===== config.mk =====
export PLATFORM = sky130hd
export DESIGN_NAME = keypad_scanner_flat
export DESIGN_NICKNAME = d
export VERILOG_FILES = /design/src/rtl/keypad_scanner_if.sv /design/src/rtl/keypad_scanner.sv /design/src/flat_wrapper.sv
export SDC_FILE = /design/constraint.sdc
export NUM_CORES = 1
export LEC_CHECK = 0
export BUFFER_PORTS_ARGS = -buffer_cell sky130_fd_sc_hd__buf_2
export CORE_ASPECT_RATIO = 1.5
export CORE_UTILIZATION = 55
export CTS_CLUSTER_DIAMETER = 60
export CTS_CLUSTER_SIZE = 10
export DETAILED_ROUTE_END_ITERATION = 10
export HOLD_SLACK_MARGIN = 0.1
export PLACE_DENSITY = 0.76
export REMOVE_ABC_BUFFERS = 1
export SYNTH_ARGS = -nofsm -noshare
export SYNTH_HDL_FRONTEND = slang
export SYNTH_SLANG_ARGS = --single-unit

===== constraint.sdc =====
create_clock -name clock -period 12.05 [get_ports clock]
set_input_delay 2.41 -clock clock [delete_from_list [all_inputs] [get_ports clock]]
set_output_delay 2.41 -clock clock [all_outputs]
set_load 0.01 [all_outputs]

===== src/rtl/keypad_scanner_if.sv =====
// Front-panel keypad link: matrix drive/sense plus the decoded key levels
// presented to the microwave controller.
interface keypad_scanner_if;
    logic [3:0] col_n;
    logic [3:0] row_n;
    logic [9:0] keypad;
    logic       startn;
    logic       stopn;
    logic       clearn;
    logic [4:0] key_code;
    logic       key_strobe;

    // Scanner side: senses columns, drives rows and the key outputs.
    modport master (
        input  col_n,
        output row_n,
        output keypad,
        output startn,
        output stopn,
        output clearn,
        output key_code,
        output key_strobe
    );

    // Panel / controller side.
    modport slave (
        output col_n,
        input  row_n,
        input  keypad,
        input  startn,
        input  stopn,
        input  clearn,
        input  key_code,
        input  key_strobe
    );
endinterface


===== src/rtl/keypad_scanner.sv =====
// 4x4 membrane keypad scanner: drives one row low at a time, samples the
// synchronized columns late in each row slot, reduces a full scan to a single
// key index (multi-press counts as release), debounces over whole scans and
// presents registered decodes of the accepted key.
//
// Scan vector bit 4*row+col is set when that key reads pressed.
// Code 16 means "no key".
module keypad_scanner #(
    parameter int SCAN_DIV       = 4,
    parameter int DEBOUNCE_SCANS = 3
) (
    input logic        clock,
    input logic        resetn,
    keypad_scanner_if.master kp
);

    localparam int             CW       = (SCAN_DIV > 1) ? $clog2(SCAN_DIV) : 1;
    localparam int             DW       = $clog2(DEBOUNCE_SCANS + 1);
    localparam logic [CW-1:0]  SLOT_END = CW'(SCAN_DIV - 1);
    localparam logic [DW-1:0]  DEB_MAX  = DW'(DEBOUNCE_SCANS);
    localparam logic [4:0]     NO_KEY   = 5'd16;

    logic [3:0]    sync1_q, sync2_q;
    logic [1:0]    row_q, row_d;
    logic [CW-1:0] slot_q, slot_d;
    logic [3:0]    row_n_q, row_n_d;
    logic [15:0]   scan_q, scan_d;
    logic [4:0]    prev_q, prev_d;
    logic [DW-1:0] stable_q, stable_d;
    logic [4:0]    accepted_q, accepted_d;
    logic [9:0]    keypad_q, keypad_d;
    logic          startn_q, startn_d;
    logic          stopn_q, stopn_d;
    logic          clearn_q, clearn_d;
    logic [4:0]    key_code_q, key_code_d;
    logic          key_strobe_q, key_strobe_d;

    logic          sample;
    logic          scan_end;
    logic [4:0]    ones;
    logic [4:0]    idx;
    logic [4:0]    raw;

    // Two-flop synchronizer for the asynchronous column inputs; idle is all-high.
    always_ff @(posedge clock or negedge resetn) begin
        if (!resetn) begin
            sync1_q <= 4'b1111;
            sync2_q <= 4'b1111;
        end else begin
            sync1_q <= kp.col_n;
            sync2_q <= sync1_q;
        end
    end

    // Row/slot sequencing and capture of the current row's columns into the scan vector.
    always_comb begin
        sample   = (slot_q == SLOT_END);
        scan_end = sample && (row_q == 2'd3);
        slot_d   = sample ? '0 : slot_q + CW'(1);
        row_d    = sample ? row_q + 2'd1 : row_q;
        row_n_d  = ~(4'b0001 << row_d);
        scan_d   = scan_q;
        if (sample) begin
            scan_d[{row_q, 2'b00} +: 4] = ~sync2_q;
        end
    end

    // Reduce the completed scan (including the row-3 sample taken this edge) to one index.
    always_comb begin
        ones = 5'd0;
        idx  = 5'd0;
        for (int i = 0; i < 16; i++) begin
            if (scan_d[i]) begin
                ones = ones + 5'd1;
                idx  = 5'(i);
            end
        end
        raw = (ones == 5'd1) ? idx : NO_KEY;
    end

    // Debounce: a code must repeat on DEBOUNCE_SCANS consecutive scans to be accepted.
    always_comb begin
        prev_d     = prev_q;
        stable_d   = stable_q;
        accepted_d = accepted_q;
        if (scan_end) begin
            if (raw == prev_q) begin
                if (stable_q != DEB_MAX) begin
                    stable_d = stable_q + DW'(1);
                end
            end else begin
                prev_d   = raw;
                stable_d = DW'(1);
            end
            if ((stable_d == DEB_MAX) && (raw != accepted_q)) begin
                accepted_d = raw;
            end
        end
    end

    // Output decode of the accepted code; the strobe fires when a new real key lands.
    always_comb begin
        keypad_d     = '0;
        startn_d     = 1'b1;
        stopn_d      = 1'b1;
        clearn_d     = 1'b1;
        key_code_d   = accepted_q;
        key_strobe_d = (accepted_q != key_code_q) && (accepted_q != NO_KEY);
        case (accepted_q)
            5'd0:    keypad_d[1] = 1'b1;
            5'd1:    keypad_d[2] = 1'b1;
            5'd2:    keypad_d[3] = 1'b1;
            5'd3:    startn_d    = 1'b0;
            5'd4:    keypad_d[4] = 1'b1;
            5'd5:    keypad_d[5] = 1'b1;
            5'd6:    keypad_d[6] = 1'b1;
            5'd7:    stopn_d     = 1'b0;
            5'd8:    keypad_d[7] = 1'b1;
            5'd9:    keypad_d[8] = 1'b1;
            5'd10:   keypad_d[9] = 1'b1;
            5'd11:   clearn_d    = 1'b0;
            5'd13:   keypad_d[0] = 1'b1;
            default: ;
        endcase
    end

    // Scan and debounce state.
    always_ff @(posedge clock or negedge resetn) begin
        if (!resetn) begin
            row_q      <= 2'd0;
            slot_q     <= '0;
            row_n_q    <= 4'b1110;
            scan_q     <= '0;
            prev_q     <= NO_KEY;
            stable_q   <= '0;
            accepted_q <= NO_KEY;
        end else begin
            row_q      <= row_d;
            slot_q     <= slot_d;
            row_n_q    <= row_n_d;
            scan_q     <= scan_d;
            prev_q     <= prev_d;
            stable_q   <= stable_d;
            accepted_q <= accepted_d;
        end
    end

    // Registered outputs, released immediately on reset.
    always_ff @(posedge clock or negedge resetn) begin
        if (!resetn) begin
            keypad_q     <= '0;
            startn_q     <= 1'b1;
            stopn_q      <= 1'b1;
            clearn_q     <= 1'b1;
            key_code_q   <= NO_KEY;
            key_strobe_q <= 1'b0;
        end else begin
            keypad_q     <= keypad_d;
            startn_q     <= startn_d;
            stopn_q      <= stopn_d;
            clearn_q     <= clearn_d;
            key_code_q   <= key_code_d;
            key_strobe_q <= key_strobe_d;
        end
    end

    assign kp.row_n      = row_n_q;
    assign kp.keypad     = keypad_q;
    assign kp.startn     = startn_q;
    assign kp.stopn      = stopn_q;
    assign kp.clearn     = clearn_q;
    assign kp.key_code   = key_code_q;
    assign kp.key_strobe = key_strobe_q;

endmodule

===== src/flat_wrapper.sv =====
// flat-port wrapper written by rule: the top's interface ports become plain ports
module keypad_scanner_flat 
#(
    parameter int SCAN_DIV       = 4,
    parameter int DEBOUNCE_SCANS = 3
)
  (clock, resetn, kp_col_n, kp_row_n, kp_keypad, kp_startn, kp_stopn, kp_clearn, kp_key_code, kp_key_strobe);
  keypad_scanner_if kp_i ();
  input logic clock;
  input logic resetn;
  input wire logic [$bits(kp_i.col_n)-1:0] kp_col_n;
  output wire logic [$bits(kp_i.row_n)-1:0] kp_row_n;
  output wire logic [$bits(kp_i.keypad)-1:0] kp_keypad;
  output wire logic [$bits(kp_i.startn)-1:0] kp_startn;
  output wire logic [$bits(kp_i.stopn)-1:0] kp_stopn;
  output wire logic [$bits(kp_i.clearn)-1:0] kp_clearn;
  output wire logic [$bits(kp_i.key_code)-1:0] kp_key_code;
  output wire logic [$bits(kp_i.key_strobe)-1:0] kp_key_strobe;
  assign kp_i.col_n = kp_col_n;
  assign kp_row_n = kp_i.row_n;
  assign kp_keypad = kp_i.keypad;
  assign kp_startn = kp_i.startn;
  assign kp_stopn = kp_i.stopn;
  assign kp_clearn = kp_i.clearn;
  assign kp_key_code = kp_i.key_code;
  assign kp_key_strobe = kp_i.key_strobe;
  keypad_scanner #(.SCAN_DIV(SCAN_DIV), .DEBOUNCE_SCANS(DEBOUNCE_SCANS)) u_core (.clock(clock), .resetn(resetn), .kp(kp_i));
endmodule

# Yosys cells after proc, flatten, opt, wreduce, memory -nomap -nowiden
# Index checks and enable logic that the tools add are counted.
# classes
mux,52
order_cmp,0
div,0
add_sub_neg,19
n_bitwise,3
mul,0
shift,3
eq_ne,21
reduce_logical,6
# op_table
op,n
$mux 5,16
$add 5x1->5 const B,14
$mux 4,8
$eq 5x4->1 const B,5
$eq 5x3->1 const B,4
$bwmux 16,1
$mux 16,1
$shift 4x6->16 const A,1
$shiftx 4x6->16,1
$mux 1,15
$mux 2,7
$mux 3,4
$eq 5x1->1 const B,2
$eq 5x2->1 const B,2
$ne 5x5->1,2
$not 4->4,2
$add 2x1->2 const B,3
$eq 2x2->1 const B,3
$neg 4->6,1
$eq 5x5->1,1
$logic_not 5->1,1
$ne 5x5->1 const B,1
$reduce_and 2->1,2
$shl 1x2->4 const A,1
other kinds (4),6
# word_totals
mem_count,0
latch_bits,0
reg_bits,63
in_bits,6
romBits,0
out_inout_bits,23
ram_bits,0
elab_cells,119

# Longest topological paths before layout
# depth
ltp_word,43
ltp_mapped,62
ltp_nobuf,60

# Worst setup path before layout
# No wires, ideal clock.
# synth_timing
kind,register to register
from,register u_core.row_q[0]
to,register u_core.prev_q[1]
path_stages_with_launch,60
synth_period_minus_slack_ns,12.103
setup_time_ns,0.083
arrival_time_ns,12.020
setup_slack_ns,-0.053
required_ns,11.967
path_buffers,2
path_cell_list,dfrtp_1 > buf_2 > inv_1 > ha_1 > buf_6 > and4bb_4 > a22oi_1 > ha_1 > xor2_1 > nor2_1 > nor2_4 > ha_1 > or4b_1 > mux2_2 > nand2_1 > ha_1 > a221oi_2 > inv_2 > (+24 left out) > nand2_1 > ha_1 > and2_1 > or2_2 > ha_1 > nand2_1 > nand2_1 > ha_1 > mux2_2 > ha_1 > nand2b_1 > o211ai_1 > nand2_1 > and4bb_1 > nor2_1 > or3_1 > nand2b_1 > o22ai_1
# synth_between
elab_chain_len,40
word_cells_on_any_way,58
cone_classes,16 x add/sub; 3 x eq/ne; 2 x shift; 34 x mux; 1 x bitwise; 2 x reduce/logical
# synth_lines
element,line_no,text
start: declaration,keypad_scanner.sv:24,"logic [1:0] row_q, row_d;"
start signal: assignment,keypad_scanner.sv:138,row_q <= row_d;
$neg 4->6,keypad_scanner.sv:64,"scan_d[{row_q, 2'b00} +: 4] = ~sync2_q;"
$shiftx 4x6->16 / $shift 4x6->16 (equally long branches),keypad_scanner.sv:64,
$bwmux 16,keypad_scanner.sv:64,
$mux 16,keypad_scanner.sv:63,if (sample) begin
$mux 1,keypad_scanner.sv:73,if (scan_d[i]) begin
$add 1x1->2,keypad_scanner.sv:74,ones = ones + 5'd1;
$mux 5,keypad_scanner.sv:73,
$add 5x1->5,keypad_scanner.sv:74,
(+24 left out),-,
$mux 5,keypad_scanner.sv:73,
$add 5x1->5,keypad_scanner.sv:74,
$mux 5,keypad_scanner.sv:73,
$eq 5x1->1,keypad_scanner.sv:78,raw = (ones == 5'd1) ? idx : NO_KEY;
$mux 5,keypad_scanner.sv:78,
$eq 5x5->1,keypad_scanner.sv:87,if (raw == prev_q) begin
$not 1->1 (no source line),-,
$reduce_and 2->1 (no source line),-,
end signal: assignment,keypad_scanner.sv:142,prev_q <= prev_d;
end: declaration,keypad_scanner.sv:28,"logic [4:0] prev_q, prev_d;"
# Parallel ways exist; a longest one is shown, timed or not.
# A chain may end at the register's enable or synchronous reset.

# Final worst setup path
# layout_timing
from,register u_core.slot_q[0]
to,register u_core.accepted_q[1]
# layout_between
elab_chain_len,41
word_cells_on_any_way,58
cone_classes,15 x add/sub; 5 x eq/ne; 35 x mux; 3 x reduce/logical
# layout_lines
element,line_no,text
start: declaration,keypad_scanner.sv:25,"logic [CW-1:0] slot_q, slot_d;"
start signal: assignment,keypad_scanner.sv:139,slot_q <= slot_d;
$eq 2x2->1 *,keypad_scanner.sv:57,sample = (slot_q == SLOT_END);
$mux 16,keypad_scanner.sv:63,
$mux 1,keypad_scanner.sv:73,
$add 1x1->2,keypad_scanner.sv:74,
$mux 5,keypad_scanner.sv:73,
$add 5x1->5,keypad_scanner.sv:74,
$mux 5,keypad_scanner.sv:73,
$add 5x1->5,keypad_scanner.sv:74,
(+25 left out),-,
$eq 5x1->1,keypad_scanner.sv:78,
$mux 5,keypad_scanner.sv:78,
$eq 5x5->1,keypad_scanner.sv:87,
$mux 2,keypad_scanner.sv:87,
$mux 2,keypad_scanner.sv:86,if (scan_end) begin
$eq 2x2->1,keypad_scanner.sv:95,if ((stable_d == DEB_MAX) && (raw != accepted_q)) begin
$logic_and 1x1->1,keypad_scanner.sv:95,
$reduce_and 2->1 (no source line),-,
end signal: assignment,keypad_scanner.sv:144,accepted_q <= accepted_d;
end: declaration,keypad_scanner.sv:30,"logic [4:0] accepted_q, accepted_d;"
# Every way passes the cells marked *; elsewhere a longest branch is shown, timed or not. The select of a mux whose other input is x is not followed.

==> results_dict.tcl <==
set metrics [dict create \
    synth_flop_cell "dfrtp_1" \
    timing.slew.headroom_pct 47.0 \
    grtUsageMet2_pct 54.5 \
    cts_inserted_buffers 9 \
    clkPwrFrac_pct 21.0 \
    num-fill-cells 585 \
    io_pins 29 \
    grt-busiest-layer "met2" \
    clock_latency_ps 340 \
    vias_per_cell 6.36 \
    route.detailed.drc 0 \
    grt_pass1_wl_um 20300 \
    p_sw_w 0.000493 \
    start_kind "flip-flop" \
    finalHoldViolations 0 \
    ir_drop_mv 0.143 \
    core_um2 8360 \
    grt_max_degree 64 \
    first_global_vias 4354 \
    drt_iter0_drc 393 \
    die_h_um 115 \
    die_area_um2 8950 \
    drt_first_pass_iters 5 \
    outcome "completed" \
    synth.most_common_cell "nand2_1" \
    die_width_um 77.6 \
    synthMuxAreaShare_pct 2.89 \
    synth_edf_count 0 \
    final_util_pct 70.9 \
    cts_buffer_depth 2 \
    cp-end-kind "flip-flop" \
    htree_levels 3 \
    synth_cell_type_count 89 \
    initial_core_util_pct 56.4 \
    worst_path_most_repeated_cell "buf_4" \
    netlist_instances 517 \
    switching_share_pct 38.8 \
    p_per_area_nw_per_um2 215 \
    detail_route.wl_per_cell_um 19.5 \
    antenna_found_initial 0 \
    critPathMaxFanout 5 \
    layout_setup_ws_ps 179 \
    path_clk_slew_ps 60 \
    ys_seq_elements 63 \
    report.final.slew_viol_count 0 \
    ys_warn_count 0 \
    synth_simple_gate_area_share_pct 22.8 \
    nNetsFinal 614 \
    yosysTopAreaCell "dfrtp_1" \
    intPower_w 0.000779 \
    cellLeakagePower_nw 2.61 \
    cts_tree "done" \
    synth_area_leaders "dfrtp_1 24%, dfstp_2 9.5%, xnor2_1 5.9%, ha_1 5.0%, nand2_1 4.1%" \
    async_flop_share_pct 100 \
    maxCapViolCount 0 \
    synth_top_family_by_area "simple AND/OR/NAND/NOR gates" \
    synth_common_cells "52 x nand2_1, 46 x dfrtp_1, 34 x nor2_1, 32 x xnor2_1, 27 x inv_1" \
    critPathRequiredTime_ps 12290 \
    synth.top_cell.area_share_pct 24.4 \
    post-route-period-util_pct 98.5 \
    crit_type "reg -> reg" \
    clockRootBuffer "clkbuf_16" \
    arrival_ps 12120 \
    grt-ovfl-total 0 \
    fmax_mhz 84.2 \
    met1_usage_pct 31.0 \
    track_usage_pct 29.3 \
    vias 4461 \
    num_antenna_cells 0 \
    dp_slack_ps -275 \
    fin_worst_skew_ps 5.19 \
    synth_fa_ha_area_share_pct 5.04 \
    portBuffers 28 \
    worst_pin_slew_ps 788 \
    synthToLayoutAreaGrowth_pct 25.8 \
    routed_wl_um 13600 \
    yosysSeqAreaShare_pct 33.9 \
    seqPwrFrac_pct 19.5 \
    min_path_type "reg -> reg" \
    syn_avg_cell_area_um2 9.12 \
    p_comb_share_pct 59.5 \
    synth-compound-area-share_pct 19.3 \
    slowest_delay_ps 510 \
    cp_slowest_cell "or4_4" \
    row_count 41 \
    synth_xor_area_share_pct 11.2 \
    layout-drive-gt1-share_pct 33.5 \
    clock-sinks 63 \
    min_period_ps 11870 \
    finalSetupViolations 0 \
    grt_use_met3_pct 5.00 \
    hpwl_um 8720 \
    gp_congestion 0.878 \
    synthesis.area_um2 4710 \
    ant_nets 0 \
]
flip-flops by register name (all words and copies together) (netlist names):
signal                count
u_core.kp.key_strobe      1
u_core.kp.keypad         10
u_core.kp.startn          1
u_core.sync1_q            4
u_core.stable_q           2
u_core.kp.row_n           4
u_core.kp.stopn           1
u_core.sync2_q            4
u_core.row_q              2
u_core.prev_q             5
u_core.scan_q            16
u_core.kp.clearn          1
u_core.accepted_q         5
u_core.kp.key_code        5
u_core.slot_q             2
power groups by stage:
stage / Clock [W] / Combinational, W / Sequential, W
after detailed placement: 0 / 0.000550 / 0.000250
after global placement: 0 / 0.000525 / 0.000249
after CTS: 0.000266 / 0.000645 / 0.000247
after floorplan: 0 / 0.000413 / 0.000248
after global routing: 0.000278 / 0.000817 / 0.000249
final: 0.000267 / 0.000757 / 0.000248
worst max-delay path: cells and delay by family, from the launching register on:
kind / cells / cell delay [ps]
buffers and inverters: 13 / 1280
AO/OA/AOI/OAI: 16 / 3280
flip-flops: 1 / 360
adder cells (fa/ha/maj): 11 / 2810
multiplexers: 5 / 1140
AND/OR/NAND/NOR: 14 / 2880
final cells by class:
| cell class | instances | area, um^2 | share of cell area (%) |
|---|---|---|---|
| repair buffers | 80 | 534 | 9.01 |
| clock buffers | 10 | 239 | 4.03 |
| clock inverters | 6 | 67.6 | 1.14 |
| flip-flops and latches | 63 | 1600 | 26.9 |
| well taps | 107 | 134 | 2.26 |
| multi-input cells | 403 | 3230 | 54.5 |
| inverters | 32 | 125 | 2.11 |
through the flow:
step / total power, W / area, um^2 / std cells / hold WS, ps / TNS, ps
3_5_place_dp: 0.000800 / 5110 / 663 / 349 / -1920
4_1_cts: 0.00116 / 5680 / 697 / 355 / 0
3_3_place_gp: 0.000774 / 5110 / 663 / 346 / 0
6_report: 0.00127 / 5930 / 701 / 356 / 0
5_1_grt: 0.00134 / 5930 / 701 / 358 / -2210
2_1_floorplan: 0.000661 / 4610 / 498 / 345 / -233
path summary, 6_finish.rpt:
path	from	end	slack [ps]	cells after the start
hold reg to reg	u_core.sync1_q[2]	u_core.sync2_q[2]	360	0
hold / removal	u_core.sync1_q[2]	u_core.sync2_q[2]	360	0
min in group asynchronous	resetn	u_core.kp.keypad[3]	2240	2
setup / recovery	u_core.slot_q[0]	u_core.accepted_q[1]	180	59
setup reg to reg	u_core.slot_q[0]	u_core.accepted_q[1]	180	59
max in group asynchronous	resetn	u_core.kp.key_code[1]	9280	2
routing by layer:
| metal | share of wire, % | vias up |
|---|---|---|
| met3 | 5.3 | 58 |
| met5 | 0 | - |
| met4 | 4.6 | 0 |
| li1 | - | 2005 |
| met1 | 36 | 2160 |
| met2 | 54 | 238 |
timing repair:
action                                  in CTS  in global routing
endpoints found under the setup margin      12                 12
hold buffers                                 0                  0
pin swaps                                   13                 33
gates resized for setup                     22                 36
setup buffers                               18                  8
cells by family (layout without fill, tap and decap cells):
kind of cell	after synthesis	count (layout)
simple gates	196	196
flops	63	63
fa+ha+maj	19	19
xor+xnor	51	51
compound gates	124	124
mux	13	13
buf+inv	51	128
cell usage in the layout, fill, tap and decap left out, types with 4 or more instances in the layout:
master,synthesis,final
clkbuf_16,0,9
a21boi_0,5,5
and3_1,7,7
a211oi_1,5,4
mux2i_1,8,8
ha_4,0,12
mux2_4,0,4
o31ai_1,8,7
buf_2,5,28
and2_1,6,5
buf_4,2,51
xor2_1,12,12
dfstp_2,17,17
nand2_2,1,5
dfrtp_1,46,46
nor4_1,4,4
a21oi_1,22,21
o21ai_0,12,11
o22ai_1,7,6
nand3_1,16,16
nand2_1,52,47
ha_1,19,7
nand3b_1,5,5
nand4_1,6,6
a31oi_1,13,13
nand2b_1,13,11
inv_1,27,24
o21a_1,6,6
inv_2,4,7
nor2_1,34,31
o21ai_1,4,4
nor3_1,14,14
xnor2_1,32,32
(Power assumes the default switching activity.)
